**config.mk**
```make
export PLATFORM = sky130hd
export DESIGN_NAME = exposure_seq_multitap
export DESIGN_NICKNAME = d
export VERILOG_FILES = /design/src/rtl/exposure_seq_multitap.sv
export SDC_FILE = /design/constraint.sdc
export NUM_CORES = 2
export LEC_CHECK = 0
export CAP_MARGIN = 40
export CORE_MARGIN = 3
export CORE_UTILIZATION = 45
export CTS_CLUSTER_SIZE = 24
export DETAILED_ROUTE_END_ITERATION = 6
export PLACE_DENSITY = 0.73
export SKIP_CTS_REPAIR_TIMING = 1
export SLEW_MARGIN = 20
export SYNTH_ARGS = -nofsm -noshare
export SYNTH_HDL_FRONTEND = slang
export SYNTH_SLANG_ARGS = --single-unit
```
**constraint.sdc**
```tcl
create_clock -name CLKM -period 4.2 [get_ports CLKM]
set_input_delay 0.63 -clock CLKM [delete_from_list [all_inputs] [get_ports CLKM]]
set_output_delay 0.63 -clock CLKM [all_outputs]
set_load 0.01 [all_outputs]
```
**src/rtl/exposure_seq_multitap.sv**
```systemverilog
// exposure_seq_multitap
//   Coded-exposure sequencer for the pixel array. A frame is one global reset
//   followed by NUM_PAT sub-frames. Each sub-frame is an exposure followed by
//   NUM_REP rounds of (global-subtract pulse + row-mask load). Sub-frames steer
//   charge to the taps in round-robin order. When the frame is finished, the
//   block raises a readout request and waits for the readout FSM.
//
// Ports
//   CLKM, rst            clock, synchronous active-high reset
//   enable, re_busy      frame start permission / readout handshake
//   trigger_o            readout request, held until re_busy is seen high
//   exp_busy             exposure activity (EXP through TRIGGER)
//   TAP_SEL, PIXGSUBC    one-hot tap select, per-tap global-subtract gate
//   PIXDRAIN, PIXGLOB_RES, PIXVTG_GLOB, EN_STREAM, DES_2ND, MASK_EN
//                        pixel and mask-chain controls
//   ROWADD               mask-load row address
//   NUM_PAT .. T_MU_wait configuration, captured when a frame starts
//
// state   | meaning
// --------+------------------------------------------------------------
// IDLE    | drain on, waiting for enable with readout idle
// RESET   | global pixel reset, Treset+1 cycles
// EXP     | exposure into the active tap, Texp+1 cycles
// GSUB    | global-subtract pulse on the active tap
// MASK    | row-mask load, MASK_DES cycles per row
// DONE    | one cycle between rounds; advances repeat/pattern/tap
// TRIGGER | request readout, wait for re_busy
module exposure_seq_multitap #(
  parameter int NUM_TAPS = 2,
  parameter int ROW_W    = 9,
  parameter int MASK_DES = 16,
  parameter int CNT_W    = 32
) (
  input  logic                CLKM,
  input  logic                rst,
  input  logic                enable,
  input  logic                re_busy,
  input  logic [CNT_W-1:0]    NUM_PAT,
  input  logic [CNT_W-1:0]    NUM_REP,
  input  logic [CNT_W-1:0]    NUM_ROW,
  input  logic [CNT_W-1:0]    Treset,
  input  logic [CNT_W-1:0]    Texp,
  input  logic [CNT_W-1:0]    Tgsub_w,
  input  logic [CNT_W-1:0]    Tadd,
  input  logic [CNT_W-1:0]    Tdes2_d,
  input  logic [CNT_W-1:0]    Tdes2_w,
  input  logic [CNT_W-1:0]    Tmsken_d,
  input  logic [CNT_W-1:0]    Tmsken_w,
  input  logic [CNT_W-1:0]    T_MU_wait,
  output logic                trigger_o,
  output logic                exp_busy,
  output logic [NUM_TAPS-1:0] TAP_SEL,
  output logic [NUM_TAPS-1:0] PIXGSUBC,
  output logic                PIXDRAIN,
  output logic                PIXGLOB_RES,
  output logic                PIXVTG_GLOB,
  output logic                EN_STREAM,
  output logic                DES_2ND,
  output logic                MASK_EN,
  output logic [ROW_W-1:0]    ROWADD
);

  localparam int TAP_W = (NUM_TAPS > 1) ? $clog2(NUM_TAPS) : 1;
  localparam logic [TAP_W-1:0]    TAP_LAST = TAP_W'(NUM_TAPS - 1);
  localparam logic [TAP_W-1:0]    TAP_INC  = TAP_W'(1);
  localparam logic [NUM_TAPS-1:0] TAP_ONE  = NUM_TAPS'(1);
  localparam logic [CNT_W-1:0]    ONE      = CNT_W'(1);
  localparam logic [CNT_W-1:0]    DES_C    = CNT_W'(MASK_DES);
  localparam logic [CNT_W:0]      DES_X    = (CNT_W+1)'(MASK_DES);
  localparam logic [CNT_W:0]      ROW_MAX  = (CNT_W+1)'(1) << ROW_W;

  typedef enum logic [2:0] {
    S_IDLE, S_RESET, S_EXP, S_GSUB, S_MASK, S_DONE, S_TRIGGER
  } state_t;

  state_t st, st_nxt;

  logic [CNT_W-1:0] num_pat_s, num_rep_s, num_row_s, texp_s, tgsub_w_s, tadd_s;
  logic [CNT_W-1:0] tdes2_d_s, tdes2_w_s, tmsken_d_s, tmsken_w_s, t_mu_wait_s;
  logic             ld_cfg;

  logic [CNT_W-1:0] tmr, tmr_nxt;
  logic [CNT_W-1:0] slot, slot_nxt;
  logic [CNT_W-1:0] row, row_nxt;
  logic [CNT_W-1:0] rep_cnt, rep_nxt;
  logic [CNT_W-1:0] pat_cnt, pat_nxt;
  logic [CNT_W-1:0] wait_cnt, wait_nxt;
  logic [TAP_W-1:0] tap_idx, tap_nxt;

  logic                trig_nxt, busy_nxt, drain_nxt, gres_nxt, vtg_nxt;
  logic                ens_nxt, des2_nxt, msk_nxt;
  logic [NUM_TAPS-1:0] tsel_nxt, gsubc_nxt;
  logic [ROW_W-1:0]    rowadd_nxt;

  logic [NUM_TAPS-1:0] tap_oh;
  logic [CNT_W-1:0]    gsub_last;
  logic [CNT_W:0]      rows_lim;
  logic                last_row;

  always_comb begin
    tap_oh    = TAP_ONE << tap_idx;
    // Tgsub_w of 0 is treated as a one-cycle pulse
    gsub_last = (tgsub_w_s == '0) ? '0 : tgsub_w_s - ONE;
    // rows beyond the addressable range are dropped
    rows_lim  = ({1'b0, num_row_s} > ROW_MAX) ? ROW_MAX : {1'b0, num_row_s};
    last_row  = (({1'b0, row} + (CNT_W+1)'(1)) == rows_lim);
  end

  always_comb begin
    st_nxt     = st;
    tmr_nxt    = tmr;
    slot_nxt   = slot;
    row_nxt    = row;
    rep_nxt    = rep_cnt;
    pat_nxt    = pat_cnt;
    wait_nxt   = wait_cnt;
    tap_nxt    = tap_idx;
    ld_cfg     = 1'b0;
    trig_nxt   = 1'b0;
    busy_nxt   = 1'b0;
    drain_nxt  = 1'b0;
    gres_nxt   = 1'b0;
    vtg_nxt    = 1'b0;
    ens_nxt    = 1'b0;
    des2_nxt   = 1'b0;
    msk_nxt    = 1'b0;
    tsel_nxt   = '0;
    gsubc_nxt  = '0;
    rowadd_nxt = ROWADD;

    case (st)
      S_IDLE: begin
        drain_nxt = 1'b1;
        if (enable && !re_busy) begin
          st_nxt  = S_RESET;
          tmr_nxt = Treset;
          ld_cfg  = 1'b1;
        end
      end

      S_RESET: begin
        drain_nxt = 1'b1;
        gres_nxt  = 1'b1;
        vtg_nxt   = 1'b1;
        if (tmr == '0) begin
          pat_nxt = num_pat_s;
          tap_nxt = '0;
          if (num_pat_s == '0) begin
            st_nxt   = S_TRIGGER;
            wait_nxt = ONE;
          end else begin
            st_nxt  = S_EXP;
            tmr_nxt = texp_s;
          end
        end else begin
          tmr_nxt = tmr - ONE;
        end
      end

      S_EXP: begin
        busy_nxt = 1'b1;
        tsel_nxt = tap_oh;
        if (tmr == '0) begin
          rep_nxt = (num_rep_s == '0) ? ONE : num_rep_s;
          st_nxt  = S_GSUB;
          tmr_nxt = gsub_last;
        end else begin
          tmr_nxt = tmr - ONE;
        end
      end

      S_GSUB: begin
        busy_nxt  = 1'b1;
        tsel_nxt  = tap_oh;
        gsubc_nxt = tap_oh;
        if (tmr == '0) begin
          if (num_row_s == '0) begin
            st_nxt = S_DONE;
          end else begin
            st_nxt   = S_MASK;
            row_nxt  = '0;
            slot_nxt = ONE;
          end
        end else begin
          tmr_nxt = tmr - ONE;
        end
      end

      S_MASK: begin
        busy_nxt = 1'b1;
        tsel_nxt = tap_oh;
        if (slot == tadd_s) rowadd_nxt = row[ROW_W-1:0];
        // window ends computed one bit wider so large delay+width cannot wrap
        des2_nxt = (slot >= tdes2_d_s) &&
                   ({1'b0, slot} < ({1'b0, tdes2_d_s} + {1'b0, tdes2_w_s}));
        msk_nxt  = (slot >= tmsken_d_s) &&
                   ({1'b0, slot} < ({1'b0, tmsken_d_s} + {1'b0, tmsken_w_s}));
        ens_nxt  = !last_row || (({1'b0, slot} + {1'b0, tdes2_d_s}) <= DES_X);
        if (slot == DES_C) begin
          if (last_row) begin
            st_nxt = S_DONE;
          end else begin
            row_nxt  = row + ONE;
            slot_nxt = ONE;
          end
        end else begin
          slot_nxt = slot + ONE;
        end
      end

      S_DONE: begin
        busy_nxt   = 1'b1;
        tsel_nxt   = tap_oh;
        rowadd_nxt = '0;
        if (rep_cnt > ONE) begin
          rep_nxt = rep_cnt - ONE;
          st_nxt  = S_GSUB;
          tmr_nxt = gsub_last;
        end else begin
          rep_nxt = '0;
          tap_nxt = (tap_idx == TAP_LAST) ? '0 : tap_idx + TAP_INC;
          if (pat_cnt > ONE) begin
            pat_nxt = pat_cnt - ONE;
            st_nxt  = S_EXP;
            tmr_nxt = texp_s;
          end else begin
            pat_nxt  = '0;
            st_nxt   = S_TRIGGER;
            wait_nxt = ONE;
          end
        end
      end

      S_TRIGGER: begin
        drain_nxt = 1'b1;
        busy_nxt  = 1'b1;
        // re_busy both ends the request and suppresses it in the same cycle
        trig_nxt  = (wait_cnt >= t_mu_wait_s) && !re_busy;
        if (re_busy) begin
          st_nxt = S_IDLE;
        end else if (wait_cnt < t_mu_wait_s) begin
          wait_nxt = wait_cnt + ONE;
        end
      end

      default: st_nxt = S_IDLE;
    endcase
  end

  always_ff @(posedge CLKM) begin
    if (rst) begin
      st          <= S_IDLE;
      tmr         <= '0;
      slot        <= '0;
      row         <= '0;
      rep_cnt     <= '0;
      pat_cnt     <= '0;
      wait_cnt    <= '0;
      tap_idx     <= '0;
      num_pat_s   <= '0;
      num_rep_s   <= '0;
      num_row_s   <= '0;
      texp_s      <= '0;
      tgsub_w_s   <= '0;
      tadd_s      <= '0;
      tdes2_d_s   <= '0;
      tdes2_w_s   <= '0;
      tmsken_d_s  <= '0;
      tmsken_w_s  <= '0;
      t_mu_wait_s <= '0;
      trigger_o   <= 1'b0;
      exp_busy    <= 1'b0;
      TAP_SEL     <= '0;
      PIXGSUBC    <= '0;
      PIXDRAIN    <= 1'b1;
      PIXGLOB_RES <= 1'b0;
      PIXVTG_GLOB <= 1'b0;
      EN_STREAM   <= 1'b0;
      DES_2ND     <= 1'b0;
      MASK_EN     <= 1'b0;
      ROWADD      <= '0;
    end else begin
      st       <= st_nxt;
      tmr      <= tmr_nxt;
      slot     <= slot_nxt;
      row      <= row_nxt;
      rep_cnt  <= rep_nxt;
      pat_cnt  <= pat_nxt;
      wait_cnt <= wait_nxt;
      tap_idx  <= tap_nxt;
      if (ld_cfg) begin
        num_pat_s   <= NUM_PAT;
        num_rep_s   <= NUM_REP;
        num_row_s   <= NUM_ROW;
        texp_s      <= Texp;
        tgsub_w_s   <= Tgsub_w;
        tadd_s      <= Tadd;
        tdes2_d_s   <= Tdes2_d;
        tdes2_w_s   <= Tdes2_w;
        tmsken_d_s  <= Tmsken_d;
        tmsken_w_s  <= Tmsken_w;
        t_mu_wait_s <= T_MU_wait;
      end
      trigger_o   <= trig_nxt;
      exp_busy    <= busy_nxt;
      TAP_SEL     <= tsel_nxt;
      PIXGSUBC    <= gsubc_nxt;
      PIXDRAIN    <= drain_nxt;
      PIXGLOB_RES <= gres_nxt;
      PIXVTG_GLOB <= vtg_nxt;
      EN_STREAM   <= ens_nxt;
      DES_2ND     <= des2_nxt;
      MASK_EN     <= msk_nxt;
      ROWADD      <= rowadd_nxt;
    end
  end

endmodule

```
==> metrics.txt <==
Syn. warnings 0; Clock Power Share 0.297; CP Capture Type flip-flop; Core ar. between 70000 and 80000 µm²; router iterations before antenna repair 7; chip width between 200 and 300 µm; dpl hpwl about 84 mm; IO buf count slightly above 400; Crit Path Max Fanout 4; all-layer global routing usage 0.264; largest net degree at the start of global routing around 200; clock transition at the registers of the reported paths approximately 60 ps; Max clock buf depth 3; worst hold path class primary input to flip-flop; Tmin final approximately 4000 ps; FMAX between 0.2 and 0.25 GHz; top cell type's share of synthesized area 0.322; Worst-Margin Slew ~1300 ps; outcome finished clean; Synth Register Bits around 570; TritonCTS clock tree built; combinational power share 0.361; share of cells above drive strength 1 0.0760; GRT busiest layer met2; Max rail drop VDD 0.328 mV; Final Max Tran Viols 0; Synth-to-Final Area Change 23.1%; most common cell in the synthesized netlist nand2_1; number of synthesized flops with an enable pin 0; GR Layer Usage met1 0.348; Mapped Cells approximately 4.7k; Flop pwr share 0.342; Tcrit/Tclk final 0.963; Routed WL 113 mm; via-per-instance ratio ~5.7; post-synth cell types 91; Setup Viol. Count Final 0; routed vias 35.4k; GR Util met3 0.0433; cts bufs inserted 67; Synth top cells by count nand2_1 (941), a21oi_1 (622), dfxtp_1 (568); Net Count, Synth 5344; H-tree levels 3; pwr/cell area between 400 and 500 nW/µm²; Filler Cells Inserted roughly 7.3k; Crit Path Class flip-flop to flip-flop; Initial Util 0.455; Final Skew 26.4 ps; initial drt markers about 3.0k; GRT overflow 0; leakage 16.9 nW; Sink Count ~570; vias in the first global route around 34k; fin util 0.560; nets@finish roughly 5.7k; ys flop type dfxtp_1; antenna violations before repair 5; Detail Route Antenna Nets 0; P_int 12.1 mW; DRC Markers 0; cell accounting for the most synthesized area dfxtp_1; Wirelength per Cell ~18 µm; grt met2 use 0.436; Seq/Total Area, Yosys 0.322; synth top area cells dfxtp_1 (32%), nand2_1 (10%), ha_1 (9.4%), a21oi_1 (8.8%), nor2_1 (3.1%); Finished Layout Cells a little over 6k; Slew headroom 0.165; # IOs 409; Die H 286 µm; Sw Pwr roughly 7.3 mW; FP Rows ~100; Switching Share 0.375; average size of a mapped cell 7.53 µm²; Worst Path Arrival about 4600 ps; Max Cap Viol 0; first-pass GRT wire length around 180 mm; dpl cells 6039; CP required between 4000 and 5000 ps; mapped cell area ~35000 µm²; Root Driver clkbuf_16; CP Launch Type flip-flop; PnR Total Power between 15 and 20 mW; FFs w/ async S/R, synth 0; Hold Violations, Final 0; die area between 80000 and 90000 µm²; routability cong. between 0.9 and 1; Worst-Skew Late Latency between 600 and 700 ps
cell usage in the layout, fill, tap and decap left out, drive strengths merged, types with 28 or more instances in the layout:
master / instances
inv: 178
nor2: 295
a221oi: 32
mux2i: 31
xor2: 102
ha: 266
nor3: 120
nor2b: 37
or3: 28
o31ai: 28
a21oi: 623
xnor2: 80
and3: 39
nand4: 61
o21ai: 211
buf: 178
nor4: 99
a21o: 80
clkbuf: 92
a211oi: 50
dfxtp: 568
nand3: 73
or4: 35
clkdlybuf4s50: 407
nand2b: 59
o211ai: 28
a22oi: 35
nand2: 941
final cells by class:
class / instances / area [µm²] / area share
clock inverters: 23 / 313 / 0.00720
well taps: 1040 / 1300 / 0.0300
inverters: 175 / 657 / 0.0151
clock buffers: 92 / 1840 / 0.0424
diodes: 1 / 2.50 / 0.0000576
repair buffers: 585 / 5530 / 0.127
flip-flops and latches: 568 / 11400 / 0.262
multi-input cells: 3673 / 22400 / 0.516
metal layers:
layer | share of wire | wire length, µm | vias up
li1 | - | - | 17387
met1 | 0.44 | 49200 | 16628
met2 | 0.46 | 52200 | 1139
met3 | 0.064 | 7220 | 226
met4 | 0.035 | 3900 | 6
met5 | 0.00030 | 34 | -
critical path: stages (launching register included):
cell and delay [ps]:
dfxtp_1 310, ha_2 190, fa_2 350, a211oi_2 290, o21ai_2 110, a31oi_4 250
o31ai_4 80, a221oi_2 250, buf_4 180, buf_4 100, o311a_1 140, o21ai_0 110
a2111oi_1 430, or3_4 210, ha_4 200, a2111oi_2 310, nand2_1 90, o211ai_1 190
o311a_1 190
power by group through the flow:
stage / logic (mW) / registers [mW] / clock network [mW]
finish: 7.02 / 6.64 / 5.77
global route: 7.76 / 6.71 / 6.07
CTS: 6.92 / 6.62 / 5.87
detailed placement: 6.87 / 6.73 / 0
global placement: 6.74 / 6.71 / 0
floorplan: 4.76 / 6.55 / 0
through the flow:
| stage | instance area, µm² | hold slack [ps] | setup slack [ps] | TNS [ps] |
|---|---|---|---|---|
| after floorplan | 35300 | 434 | 25.4 | 0 |
| after global placement | 40900 | 443 | -332 | -332 |
| after detailed placement | 41100 | 448 | -372 | -428 |
| after CTS | 43200 | 361 | -395 | -508 |
| after global routing | 43400 | 385 | -41.5 | -41.5 |
| final | 43400 | 384 | 156 | 0 |
cells by family (layout without fill, tap and decap cells):
| kind of cell | Yosys count | in the layout | synth area share |
|---|---|---|---|
| adders and majority gates | 270 | 270 | 0.0963 |
| xor gates and xnor gates | 182 | 182 | 0.0452 |
| AOI/OAI and AO/OA | 1308 | 1308 | 0.230 |
| and+or+nand+nor | 1880 | 1880 | 0.247 |
| DFF | 568 | 568 | 0.322 |
| other | 0 | 1 | 0 |
| muxes | 33 | 33 | 0.00943 |
| buffers and inverters | 446 | 875 | 0.0498 |
path summary, 6_finish.rpt:
check | end | start | depth (start not counted) | slack, ps
setup / recovery | DES_2ND | tdes2_d_s[0] | 18 | 160
hold / removal | pat_cnt[27] | rst | 2 | 380
hold reg to reg | t_mu_wait_s[6] | t_mu_wait_s[6] | 2 | 450
setup reg to reg | DES_2ND | tdes2_d_s[0] | 18 | 160
Note: power is estimated with default switching activity, not from simulation.
